<file path="src/rtl/mem_stage_pkg.sv">
// Shared core header: stage-bus widths, memory-stage state encoding, bus layouts.
// Latency: n/a (types and constants only).
// Backpressure: n/a.
package mem_stage_pkg;

    localparam int ES_TO_MS_BUS_WD = 82;
    localparam int MS_TO_WS_BUS_WD = 70;
    localparam int MS_FORWARD_WD   = 40;

    typedef enum logic [1:0] {
        MS_EMPTY = 2'd0,
        MS_WAIT  = 2'd1,
        MS_READY = 2'd2
    } ms_state_e;

    // Field order is MSB first, matching the execute-stage packing.
    typedef struct packed {
        logic [1:0]  addr_lo;
        logic        mem_we;
        logic        ld_w;
        logic        ld_b;
        logic        ld_bu;
        logic        ld_h;
        logic        ld_hu;
        logic        st_w;
        logic        st_b;
        logic        st_h;
        logic        res_from_mem;
        logic        gr_we;
        logic [4:0]  dest;
        logic [31:0] alu_result;
        logic [31:0] pc;
    } es_to_ms_t;

endpackage

</file>
<file path="src/rtl/mem_stage_load_align.sv">
// Selects the addressed byte/half of a load word and sign/zero-extends it to 32 bits.
// Latency: combinational.
// Backpressure: none.
module load_align (
    input  logic [31:0] rd,
    input  logic [1:0]  addr,
    input  logic        ld_b,
    input  logic        ld_bu,
    input  logic        ld_h,
    input  logic        ld_hu,
    input  logic        ld_w,
    output logic [31:0] data
);

    logic [7:0]  byte_sel;
    logic [15:0] half_sel;

    always_comb begin
        case (addr)
            2'd0:    byte_sel = rd[7:0];
            2'd1:    byte_sel = rd[15:8];
            2'd2:    byte_sel = rd[23:16];
            default: byte_sel = rd[31:24];
        endcase
        half_sel = addr[1] ? rd[31:16] : rd[15:0];
    end

    always_comb begin
        data = rd;
        if (ld_b)       data = {{24{byte_sel[7]}}, byte_sel};
        else if (ld_bu) data = {24'd0, byte_sel};
        else if (ld_h)  data = {{16{half_sel[15]}}, half_sel};
        else if (ld_hu) data = {16'd0, half_sel};
        else if (ld_w)  data = rd;
    end

endmodule

</file>
<file path="src/rtl/mem_stage.sv">
// Memory stage: holds one instruction, waits for its data-SRAM response, aligns load data.
// Latency: 1 cycle for non-memory ops; memory ops retire in the data_ok cycle (zero added).
// Backpressure: ms_allowin low while waiting for data_ok or while write-back stalls a ready op.
module mem_stage
    import mem_stage_pkg::*;
(
    input  logic                       clk,
    input  logic                       reset,
    input  logic                       ws_allowin,
    output logic                       ms_allowin,
    input  logic                       es_to_ms_valid,
    input  logic [ES_TO_MS_BUS_WD-1:0] es_to_ms_bus,
    output logic                       ms_to_ws_valid,
    output logic [MS_TO_WS_BUS_WD-1:0] ms_to_ws_bus,
    output logic [MS_FORWARD_WD-1:0]   ms_forward,
    input  logic                       data_sram_data_ok,
    input  logic [31:0]                data_sram_rdata
);

    ms_state_e   state_q, state_d;
    es_to_ms_t   bus_q, bus_d;
    es_to_ms_t   es_bus;
    logic [31:0] rdata_buf_q, rdata_buf_d;

    logic        ms_valid;
    logic        ms_ready_go;
    logic        data_ok_in_wait;
    logic        need_mem;
    logic        data_pending;
    logic        gr_we_out;
    logic [31:0] rd;
    logic [31:0] ld_data;
    logic [31:0] final_result;
    logic        unused_st_flags;

    assign es_bus          = es_to_ms_bus;
    assign need_mem        = es_bus.res_from_mem || es_bus.mem_we;
    assign ms_valid        = (state_q != MS_EMPTY);
    assign data_ok_in_wait = (state_q == MS_WAIT) && data_sram_data_ok;
    assign ms_ready_go     = (state_q == MS_READY) || data_ok_in_wait;
    assign ms_allowin      = !ms_valid || (ms_ready_go && ws_allowin);
    assign ms_to_ws_valid  = ms_valid && ms_ready_go;

    // ms_allowin low means a held op stays; only a WAIT op seeing data_ok moves (into the buffer).
    always_comb begin
        state_d     = state_q;
        bus_d       = bus_q;
        rdata_buf_d = rdata_buf_q;
        if (ms_allowin) begin
            if (es_to_ms_valid) begin
                bus_d   = es_bus;
                state_d = need_mem ? MS_WAIT : MS_READY;
            end else begin
                state_d = MS_EMPTY;
            end
        end else if (data_ok_in_wait) begin
            rdata_buf_d = data_sram_rdata;
            state_d     = MS_READY;
        end
    end

    always_ff @(posedge clk) begin
        if (reset) begin
            state_q     <= MS_EMPTY;
            bus_q       <= '0;
            rdata_buf_q <= '0;
        end else begin
            state_q     <= state_d;
            bus_q       <= bus_d;
            rdata_buf_q <= rdata_buf_d;
        end
    end

    assign rd = (state_q == MS_READY) ? rdata_buf_q : data_sram_rdata;

    load_align u_load_align (
        .rd    (rd),
        .addr  (bus_q.addr_lo),
        .ld_b  (bus_q.ld_b),
        .ld_bu (bus_q.ld_bu),
        .ld_h  (bus_q.ld_h),
        .ld_hu (bus_q.ld_hu),
        .ld_w  (bus_q.ld_w),
        .data  (ld_data)
    );

    assign final_result = bus_q.res_from_mem ? ld_data : bus_q.alu_result;
    assign gr_we_out    = bus_q.gr_we && !bus_q.mem_we;
    assign data_pending = ms_valid && bus_q.res_from_mem && !ms_ready_go;

    assign ms_to_ws_bus = {gr_we_out, bus_q.dest, final_result, bus_q.pc};
    assign ms_forward   = {data_pending, final_result, bus_q.dest, gr_we_out, ms_valid};

    // Store width only matters to the SRAM request issued in execute.
    assign unused_st_flags = ^{bus_q.st_h, bus_q.st_b, bus_q.st_w};

    // Each response belongs to the op in WAIT; any other data_ok is a bridge bug.
    assert property (@(posedge clk) disable iff (reset)
        data_sram_data_ok |-> (state_q == MS_WAIT));

endmodule

</file>
<file path="config.mk">
export PLATFORM = sky130hd
export DESIGN_NAME = mem_stage
export DESIGN_NICKNAME = d
export VERILOG_FILES = /design/src/rtl/mem_stage_pkg.sv /design/src/rtl/mem_stage_load_align.sv /design/src/rtl/mem_stage.sv
export SDC_FILE = /design/constraint.sdc
export NUM_CORES = 1
export LEC_CHECK = 0
export ABC_AREA = 1
export BUFFER_PORTS_ARGS = -buffer_cell sky130_fd_sc_hd__clkbuf_2
export CAP_MARGIN = 10
export CORE_MARGIN = 8
export CORE_UTILIZATION = 50
export DETAILED_ROUTE_END_ITERATION = 8
export GPL_ROUTABILITY_DRIVEN = 0
export PLACE_DENSITY = 0.81
export SYNTH_ARGS = -nofsm -noshare
export SYNTH_HDL_FRONTEND = slang
export SYNTH_SLANG_ARGS = --single-unit
</file>
<file path="constraint.sdc">
create_clock -name clk -period 2.75 [get_ports clk]
set_clock_uncertainty 0.05 [all_clocks]
set_input_delay 0.275 -clock clk [delete_from_list [all_inputs] [get_ports clk]]
set_output_delay 0.275 -clock clk [all_outputs]
set_load 0.03 [all_outputs]
</file>
==> metrics.md, run 1 <==
| Metric | Value |
|---|---|
| Gr ovfl total | `0` |
| N_diodes | `0` |
| CP startpoint kind | `register` |
| Critical Path Max Stage Delay | `370 ps` |
| CP Capture Type | `output pin` |
| Largest net degree at the start of global routing | `77` |
| Worst skew pair latency | `360 ps` |
| Placed cell count | `1,225` |
| Worst path bufs/invs | `4` |
| Gate Count Post-Synth | `952` |
| Rows | `40` |
| # hold bufs at CTS | `0` |
| Switch Pwr | `1754 uW` |
| Min Tclk post-route | `2562 ps` |
| Crit path kind | `register to output pin` |
| Most frequent cells in the layout | `clkbuf_2, nand2_1, nor2_1` |
| Fin util | `0.5940` |
| First-pass GRT wire length | `29,400 um` |
| Synthesis-to-finish area growth | `15.14%` |
| Synth top area cells | `dfxtp_1, nand2_1, o21ai_0, nor2_1, buf_4` |
| Count of final hold-check violations | `0` |
| Highest clock rate | `390.3 MHz` |
| CTS Buf Count | `9` |
| Worst-Margin Slew | `668.2 ps` |
| Port buffer count | `226` |
| Max VDD drop | `0.0005427 V` |
| Pwr per Cell Area | `663.2 mW/mm^2` |
| Num Clock Sinks | `112` |
| Hold Path Class | `input port to register` |
| Total number of vias | `6,213` |
| Setup violators final | `0` |
| CP max-delay cell | `dfxtp_1` |
| Slew headroom | `0.5540` |
| Syn nets | `1,071` |
| I/O pin count | `231` |
| CP delay by family, top | `simple AND/OR/NAND/NOR gates` |
| Crit path DAT | `2240 ps` |
| WL/cell | `14.96 um` |
| Drt pass-1 iters | `5` |
| Flop pwr share | `0.382` |
| Seq cells post-synth | `112` |
| Comb power frac | `0.313` |
| Worst-path fanout max | `24` |
| Clock transition at path regs | `80 ps` |
| Switch share | `0.3692` |
| Layout cells sized above 1 | `0.2600` |
| Commonest non-fill, non-tap cell in the layout | `clkbuf_2` |
| H-tree Lvls | `3` |
| Detail Placement HPWL | `14,310 um` |
| Area share of the largest cell type after synthesis | `0.3603` |
| Die width | `127.6 um` |
| Number of global-route vias before repair | `5,957` |
| Die Y | `127.6 um` |
| Setup TNS Final | `0 ps` |
| Nets | `1,187` |
| Worst EP required | `2420 ps` |
| Die ar. | `0.01627 mm^2` |
| Core area | `0.01206 mm^2` |
| Status | `finished clean` |
| Vias per cell | `5.006` |
| # Max-Cap Violations | `0` |
| Syn. warnings | `0` |
| Slew Limit Fails | `0` |
| Avg Inst Size Synth | `6.536 um^2` |
| RSZ-0062 raised after global routing | `no` |
| Total GRT Usage | `0.2256` |
| Initial antenna violation count | `1` |
| DRT antenna net count | `0` |
| Post-route DRC | `0` |
| Static Leakage | `0.003768 uW` |
| Finished Layout Cells | `1,241` |
| Distinct cells, synth | `28` |
| Crit path cell chain | `inv_2 > nand2_8 > buf_6 > or2_1 > nand3_1 > nand2_1 > o21ai_0 > inv_1 > nand2_1 > nand2_1 > clkbuf_2` |
| Pint | `2997 uW` |
| Leading area contributor after synthesis | `dfxtp_1` |
| CTS tree | `done` |
| Total Power | `4751 uW` |
| Initial core utilization | `0.5159` |
| Sequential fraction of the synthesis area | `0.3603` |
| Mapped cell area | `0.006222 mm^2` |
| Flop-to-flop setup slack | `810 ps` |
| Post-CTS Setup Bufs | `0` |
| Detailed Route WL | `18,560 um` |
| Clock share of power | `0.305` |
| CTS Buffer Depth | `2` |
| DRT iter0 DRCs | `461` |
| Min Hold Slack | `60.53 ps` |
| CP most frequent cell | `nand2_1` |
| Period utilisation layout | `0.9317` |
| Root Driver | `clkbuf_16` |
[flip-flops by register name, indices dropped and copies added (netlist names)]
signal / flops
ms_to_ws_bus: 32
rdata_buf_q: 32
bus_q: 41
state_q: 2
ms_forward: 5
[cells by family (layout without fill, tap and decap cells)]
| group | after synthesis | after routing | share of synthesized area |
|---|---|---|---|
| simple gates | 439 | 439 | 0.2896 |
| compound gates | 203 | 203 | 0.1681 |
| flops | 112 | 112 | 0.3603 |
| buf+inv | 198 | 319 | 0.1820 |
[Yosys cell counts (all sizes together)]
| cell type | number |
|---|---|
| a21oi | 50 |
| a31oi | 3 |
| buf | 105 |
| clkbuf | 31 |
| clkinv | 3 |
| dfxtp | 112 |
| inv | 59 |
| nand2 | 196 |
| nand3 | 53 |
| nand3b | 3 |
| nand4 | 6 |
| nor2 | 173 |
| o211ai | 3 |
| o21ai | 147 |
| or2 | 8 |
[layout make-up]
class | instances | area [um^2]
tap | 168 | 210.2
multi-input combinational | 642 | 2879
clock buffer | 10 | 229.0
inverter | 62 | 232.7
timing repair buffer | 241 | 1272
fill | 1242 | 4897
clock inverter | 6 | 97.59
sequential | 112 | 2243
[per-stage QoR]
stage          area, um^2  setup WS, ps
2_1_floorplan        6222         310.6
3_3_place_gp         6807         342.6
3_5_place_dp         6807         293.3
4_1_cts              7138         35.46
5_1_grt              7164         3.713
6_report             7164         187.9
[routing by layer]
layer	up-vias	GRT usage	share of wire
li1	3186	-	-
met1	2731	0.2575	0.40
met2	265	0.3766	0.47
met3	29	0.09651	0.11
met4	2	0.06368	0.018
met5	-	0	0.00070
[path summary, 6_finish.rpt]
kind                   startpoint                to  depth (start not counted)
setup / recovery       state_q[0]  ms_to_ws_bus[38]                         11
hold / removal              reset        state_q[1]                          2
setup reg to reg       state_q[0]     ms_forward[3]                          9
hold reg to reg   rdata_buf_q[12]   rdata_buf_q[12]                          2
[power groups by stage]
stage / combinational (uW) / sequential (uW) / clock [uW]
final: 1490 / 1820 / 1450
after detailed placement: 1480 / 1850 / 0
after global placement: 1460 / 1850 / 0
after global routing: 1630 / 1830 / 1540
after floorplan: 1220 / 1840 / 0
after CTS: 1490 / 1810 / 1470
[repair_timing]
item                                    CTS  global route
resized for setup                         1             5
endpoints found under the setup margin   44            60
pin swaps                                 0             0
No activity file was read; power rests on OpenSTA's default activity.
==> run 2, diff against run 1 <==
- RECOVER_POWER: unset -> 100
- clock period: 2.75 -> 2.6 ns (I/O delays scaled with it)
==> run 2 against run 1 <==
  * Sequential share of layout area up 0.34 points
  * Worst hold slack worse by 16 ps
  * Utilization down 0.61 points
  * Critical path type unchanged
  * Largest cell class unchanged
==> metrics.md, run 2 (same netlist as run 1, synthesis figures left out) <==
| Metric | Value |
|---|---|
| Gr ovfl total | `0 (unchanged)` |
| Die Y | `127.6 um (unchanged)` |
| Hold Path Class | `input port to register` |
| N_diodes | `0 (unchanged)` |
| Setup violators final | `0 (unchanged)` |
| Largest net degree at the start of global routing | `55 (-29%)` |
| Nets | `1,188 (+0.084%)` |
| Slew headroom | `0.5012 (-0.05282)` |
| RSZ-0062 raised after global routing | `no` |
| Pwr per Cell Area | `695.4 mW/mm^2 (+4.9%)` |
| First-pass GRT wire length | `29,730 um (+1.1%)` |
| Static Leakage | `0.003607 uW (-4.3%)` |
| Num Clock Sinks | `112 (unchanged)` |
| CP delay by family, top | `compound AO/OA/AOI/OAI gates` |
| Detail Placement HPWL | `14,400 um (+0.64%)` |
| Root Driver | `clkbuf_16` |
| Crit path kind | `register to output pin` |
| Initial antenna violation count | `1 (unchanged)` |
| Most frequent cells in the layout | `nand2_1, clkbuf_2, nor2_1` |
| Count of final hold-check violations | `0 (unchanged)` |
| # hold bufs at CTS | `0 (unchanged)` |
| Total number of vias | `6,284 (+1.1%)` |
| Commonest non-fill, non-tap cell in the layout | `nand2_1` |
| CP Capture Type | `output pin` |
| Total GRT Usage | `0.2273 (+0.001751)` |
| H-tree Lvls | `3 (unchanged)` |
| CP most frequent cell | `nand2_1` |
| Port buffer count | `226 (unchanged)` |
| # Max-Cap Violations | `0 (unchanged)` |
| Drt pass-1 iters | `5 (unchanged)` |
| RR Startpoint | `state_q[1]` |
| Critical Path Max Stage Delay | `420 ps (+50 ps)` |
| DRT antenna net count | `0 (unchanged)` |
| Initial core utilization | `0.5159 (unchanged)` |
| Worst-path fanout max | `27 (+13%)` |
| CTS Buffer Depth | `2 (unchanged)` |
| Max VDD drop | `0.0006394 V (+18%)` |
| Period utilisation layout | `0.9414` |
| Launch point of the worst path | `state_q[1]` |
| Number of global-route vias before repair | `6,046 (+1.5%)` |
| Status | `finished clean` |
| Setup TNS Final | `0 ps (unchanged)` |
| I/O pin count | `231 (unchanged)` |
| Layout cells sized above 1 | `0.2095 (-0.05052)` |
| Detailed Route WL | `18,930 um (+2.0%)` |
| Slew Limit Fails | `0 (unchanged)` |
| Post-route DRC | `0 (unchanged)` |
| Crit path DAT | `2140 ps (-100 ps)` |
| Die width | `127.6 um (unchanged)` |
| Clock transition at path regs | `70 ps (about the same)` |
| WL/cell | `15.24 um (+1.9%)` |
| Fin util | `0.5879 (-0.006120)` |
| Rows | `40 (unchanged)` |
| Flop-to-flop setup slack | `330 ps (-480 ps)` |
| Min Tclk post-route | `2448 ps` |
| DRT iter0 DRCs | `485 (+5.2%)` |
| Synthesis-to-finish area growth | `13.96%` |
| CTS Buf Count | `9 (unchanged)` |
| Vias per cell | `5.060 (+1.1%)` |
| CP startpoint kind | `register` |
| Max reg flops | `41 (unchanged)` |
| Hold_sp | `reset` |
| CTS tree | `done` |
| Top reg by flops | `bus_q` |
| Worst EP required | `2290 ps (-130 ps)` |
| Core area | `0.01206 mm^2 (unchanged)` |
| Worst path bufs/invs | `2 (-2)` |
| Worst-Margin Slew | `748.2 ps (+79.97 ps)` |
| Highest clock rate | `408.6 MHz` |
| Worst skew pair latency | `350 ps (about the same)` |
| Crit path cell chain | `nand2_4 > buf_12 > o21ai_0 > o21ai_0 > nand2_1 > nand2_1 > nand2_1 > clkbuf_2` |
| CP max-delay cell | `dfxtp_2` |
| Die ar. | `0.01627 mm^2 (unchanged)` |
==> run 2: cell count changes in the layout (fill, tap and decap cells not counted), moves of 2 or more <==
cell	delta
buf_12	+2
nand2_1	+2
nand2_2	-2
clkbuf_1	+51
clkbuf_2	-50
buf_4	-3
==> run 2: report_power, final <==
part / leakage, uW / total [uW] / internal (uW) / switching [uW]
sequential: 0.000925 / 1920 / 1850 / 70.3
clock: 0.000151 / 1450 / 786 / 661
combinational: 0.00253 / 1560 / 447 / 1120
total: 0.00361 / 4930 / 3080 / 1850
==> run 2: final timing paths <==
check                          end  cells past startpoint
hold / removal          state_q[0]                      2
setup reg to reg  ms_to_ws_bus[16]                     10
setup / recovery  ms_to_ws_bus[40]                      8
hold reg to reg    rdata_buf_q[12]                      2
==> run 2: per-layer routing <==
layer / part of all wire / vias up / global-route usage / wire [um]
li1: - / 3192 / - / -
met2: 0.47 / 259 / 0.3769 / 8992
met1: 0.40 / 2789 / 0.2630 / 7536
met4: 0.026 / 2 / 0.07488 / 488
met5: 0.00069 / - / 0 / 13
met3: 0.10 / 42 / 0.08860 / 1900
==> run 2: through the flow <==
step / instances / worst slack (ps) / cell area [um^2] / total power, uW / hold slack [ps]
final: 1242 / 152.4 / 7091 / 4931 / 44.85
after global routing: 1242 / 23.60 / 7091 / 5207 / 44.23
after CTS: 1241 / 8.406 / 7147 / 4985 / 39.74
after detailed placement: 1225 / 352.3 / 6832 / 3538 / 393.3
after global placement: 1225 / 395.3 / 6832 / 3511 / 385.8
after floorplan: 952 / 175.6 / 6222 / 3237 / 279.1
==> run 2: final cells by class <==
cell class / instances / area (um^2)
Clock buffer: 10 / 239.0
Clock inverter: 6 / 71.32
Fill cell: 1244 / 4971
Inverter: 62 / 232.7
Multi-Input combinational cell: 642 / 2858
Sequential cell: 112 / 2245
Tap cell: 168 / 210.2
Timing Repair Buffer: 242 / 1235
==> run 2: timing repair <==
action,CTS,global route
gates resized for setup,2,6
buffers inserted,0,0
hold endpoints to repair,0,0
endpoints found under the setup margin,10,62
cloned,0,1
pin swaps,0,0
==> run 2: worst register-to-register path: stages (launching register included) <==
cell and delay, ps:
dfxtp_2 420, inv_1 60, nand3_1 130, nand2_1 110
nand2_1 100, nand2_1 90, nand2_2 350, inv_2 80
clkbuf_2 460, nor2_1 250, nor2_1 70
==> run 3, diff against run 2 <==
- clock period: 2.6 -> 2.59 ns (I/O delays scaled with it)
==> run 3 against run 2 <==
  * Final cell count stayed put
  * Final area fell by 0.48%
  * Sequential share of layout area is 0.15 points higher
  * First-iteration DRC count rose by 16%
  * Critical path depth increased by 1
  * Combinational power about the same
  * Clock-buffer cell count decreased by 1
  * Register-to-register slack improved by 20 ps
==> metrics.md, run 3 (same netlist as run 1, synthesis figures left out) <==
| Metric | Value |
|---|---|
| # Max-Cap Violations | `0 (unchanged)` |
| Synthesis-to-finish area growth | `13.41%` |
| I/O pin count | `231 (unchanged)` |
| Max reg flops | `41 (unchanged)` |
| Worst path bufs/invs | `3 (+1)` |
| Worst EP required | `2280 ps (about the same)` |
| Total number of vias | `6,182 (-1.6%)` |
| Setup TNS Final | `0 ps (unchanged)` |
| CTS tree | `done` |
| WL/cell | `14.83 um (-2.7%)` |
| CTS Buffer Depth | `2 (unchanged)` |
| Clock transition at path regs | `70 ps (about the same)` |
| Die width | `127.6 um (unchanged)` |
| Initial core utilization | `0.5159 (unchanged)` |
| CP startpoint kind | `register` |
| Port buffer count | `226 (unchanged)` |
| Min Tclk post-route | `2454 ps` |
| Detailed Route WL | `18,420 um (-2.7%)` |
| Drt pass-1 iters | `5 (unchanged)` |
| Commonest non-fill, non-tap cell in the layout | `nand2_1` |
| Total GRT Usage | `0.2198 (-0.007567)` |
| Gr ovfl total | `0 (unchanged)` |
| Initial antenna violation count | `1 (unchanged)` |
| Hold Path Class | `input port to register` |
| Crit path DAT | `2150 ps (about the same)` |
| RR Startpoint | `state_q[1]` |
| Nets | `1,188 (unchanged)` |
| Final setup margin | `135.9 ps (-16.55 ps)` |
| Vias per cell | `4.977 (-1.6%)` |
| Multi-input logic area | `0.002851 mm^2 (-0.22%)` |
| Post-route DRC | `0 (unchanged)` |
| Area of all sequential standard cells | `0.002245 mm^2 (unchanged)` |
| Cells on worst reg2reg path | `6 (-4)` |
| First-pass GRT wire length | `28,680 um (-3.6%)` |
| Layout cells sized above 1 | `0.2086 (-0.0009311)` |
| CP max-delay cell | `o21ai_0` |
| Crit path cell chain | `inv_2 > nand2_4 > buf_12 > o21ai_0 > nand2_1 > nand4_1 > nand2_1 > nand2_1 > clkbuf_2` |
| Max VDD drop | `0.0005577 V (-13%)` |
| # hold bufs at CTS | `0 (unchanged)` |
| CP delay by family, top | `simple AND/OR/NAND/NOR gates` |
| Static Leakage | `0.003602 uW (-0.12%)` |
| Highest clock rate | `407.5 MHz` |
| Period utilisation layout | `0.9475` |
| Detail Placement HPWL | `14,180 um (-1.5%)` |
| Crit. path cell count | `9 (+1)` |
| Die ar. | `0.01627 mm^2 (unchanged)` |
| Pwr per Cell Area | `701.1 mW/mm^2 (+0.82%)` |
| Core area | `0.01206 mm^2 (unchanged)` |
| CP Capture Type | `output pin` |
| Layout fillers | `1,243 (-0.080%)` |
| Worst-Margin Slew | `1410 ps (+662.0 ps)` |
| CTS Buf Count | `9 (unchanged)` |
| Finished Cell Area | `0.007057 mm^2 (-0.48%)` |
| RR Endpoint | `rdata_buf_q[5]` |
| N_diodes | `0 (unchanged)` |
| Most frequent cells in the layout | `nand2_1, clkbuf_2, nor2_1` |
| Number of global-route vias before repair | `5,729 (-5.2%)` |
| RSZ-0062 raised after global routing | `no` |
| Top reg by flops | `bus_q` |
| Die Y | `127.6 um (unchanged)` |
| Slew Limit Fails | `0 (unchanged)` |
| Num Clock Sinks | `112 (unchanged)` |
| Worst skew pair latency | `350 ps (about the same)` |
| Slew headroom | `0.05991 (-0.4413)` |
| CP most frequent cell | `nand2_1` |
| Critical Path Max Stage Delay | `390 ps (-30 ps)` |
| Place WS | `383.1 ps (+30.84 ps)` |
| Crit path kind | `register to output pin` |
| Count of final hold-check violations | `0 (unchanged)` |
| Status | `finished clean` |
| DRT antenna net count | `0 (unchanged)` |
| Worst Hold End | `state_q[0]` |
| Hold Crit Depth | `2 (unchanged)` |
| Largest net degree at the start of global routing | `55 (unchanged)` |
| Rows | `40 (unchanged)` |
| Worst-path fanout max | `27 (unchanged)` |
| DRT iter0 DRCs | `563 (+16%)` |
| Flop-to-flop setup slack | `350 ps (+20 ps)` |
| Dpl cell area | `0.006807 mm^2 (-0.37%)` |
| Setup violators final | `0 (unchanged)` |
| Root Driver | `clkbuf_16` |
| Hold_sp | `reset` |
| Post-CTS Setup Bufs | `0 (unchanged)` |
| H-tree Lvls | `3 (unchanged)` |
run 3: worst max-delay path by stage:
| stage | start | end |
|---|---|---|
| floorplan | bus_q[81] | ms_to_ws_bus[39] |
| global placement | state_q[0] | ms_to_ws_bus[47] |
| detailed placement | state_q[1] | ms_forward[18] |
| CTS | state_q[1] | ms_forward[10] |
| global route | state_q[1] | ms_to_ws_bus[44] |
| finish | state_q[0] | ms_to_ws_bus[35] |
run 3: repair_timing:
action | 4_1_cts | 5_1_grt
gates resized for setup | 1 | 5
cloned | 0 | 1
hold endpoints to repair | 0 | 0
setup endpoints to repair | 3 | 62
run 3: per-layer routing:
metal / vias up / global-route usage / wire [um]
li1: 3188 / - / -
met1: 2737 / 0.2532 / 7405
met2: 234 / 0.3625 / 8857
met3: 21 / 0.09859 / 1891
met4: 2 / 0.05738 / 255
met5: - / 0 / 13
run 3: power by group:
group / internal, uW / leakage, uW / switching [uW]
clock: 775 / 0.000156 / 696
combinational: 441 / 0.00252 / 1110
sequential: 1860 / 0.000925 / 69.9
total: 3070 / 0.00360 / 1870
run 3: layout make-up:
class / instances / share of cell area
Sequential cell: 112 / 0.3181
Timing Repair Buffer: 242 / 0.1709
Tap cell: 168 / 0.02979
Clock buffer: 9 / 0.03191
Inverter: 62 / 0.03298
Multi-Input combinational cell: 642 / 0.4041
Clock inverter: 7 / 0.01223
run 3: stage by stage:
stage	hold WS [ps]	cells	util	power, uW
4_1_cts	40.10	1241	0.5906	5008
3_3_place_gp	386.7	1225	0.5643	3516
2_1_floorplan	278.1	952	-	3249
3_5_place_dp	391.7	1225	0.5643	3536
5_1_grt	39.48	1242	0.5851	5217
6_report	45.98	1242	0.5851	4947
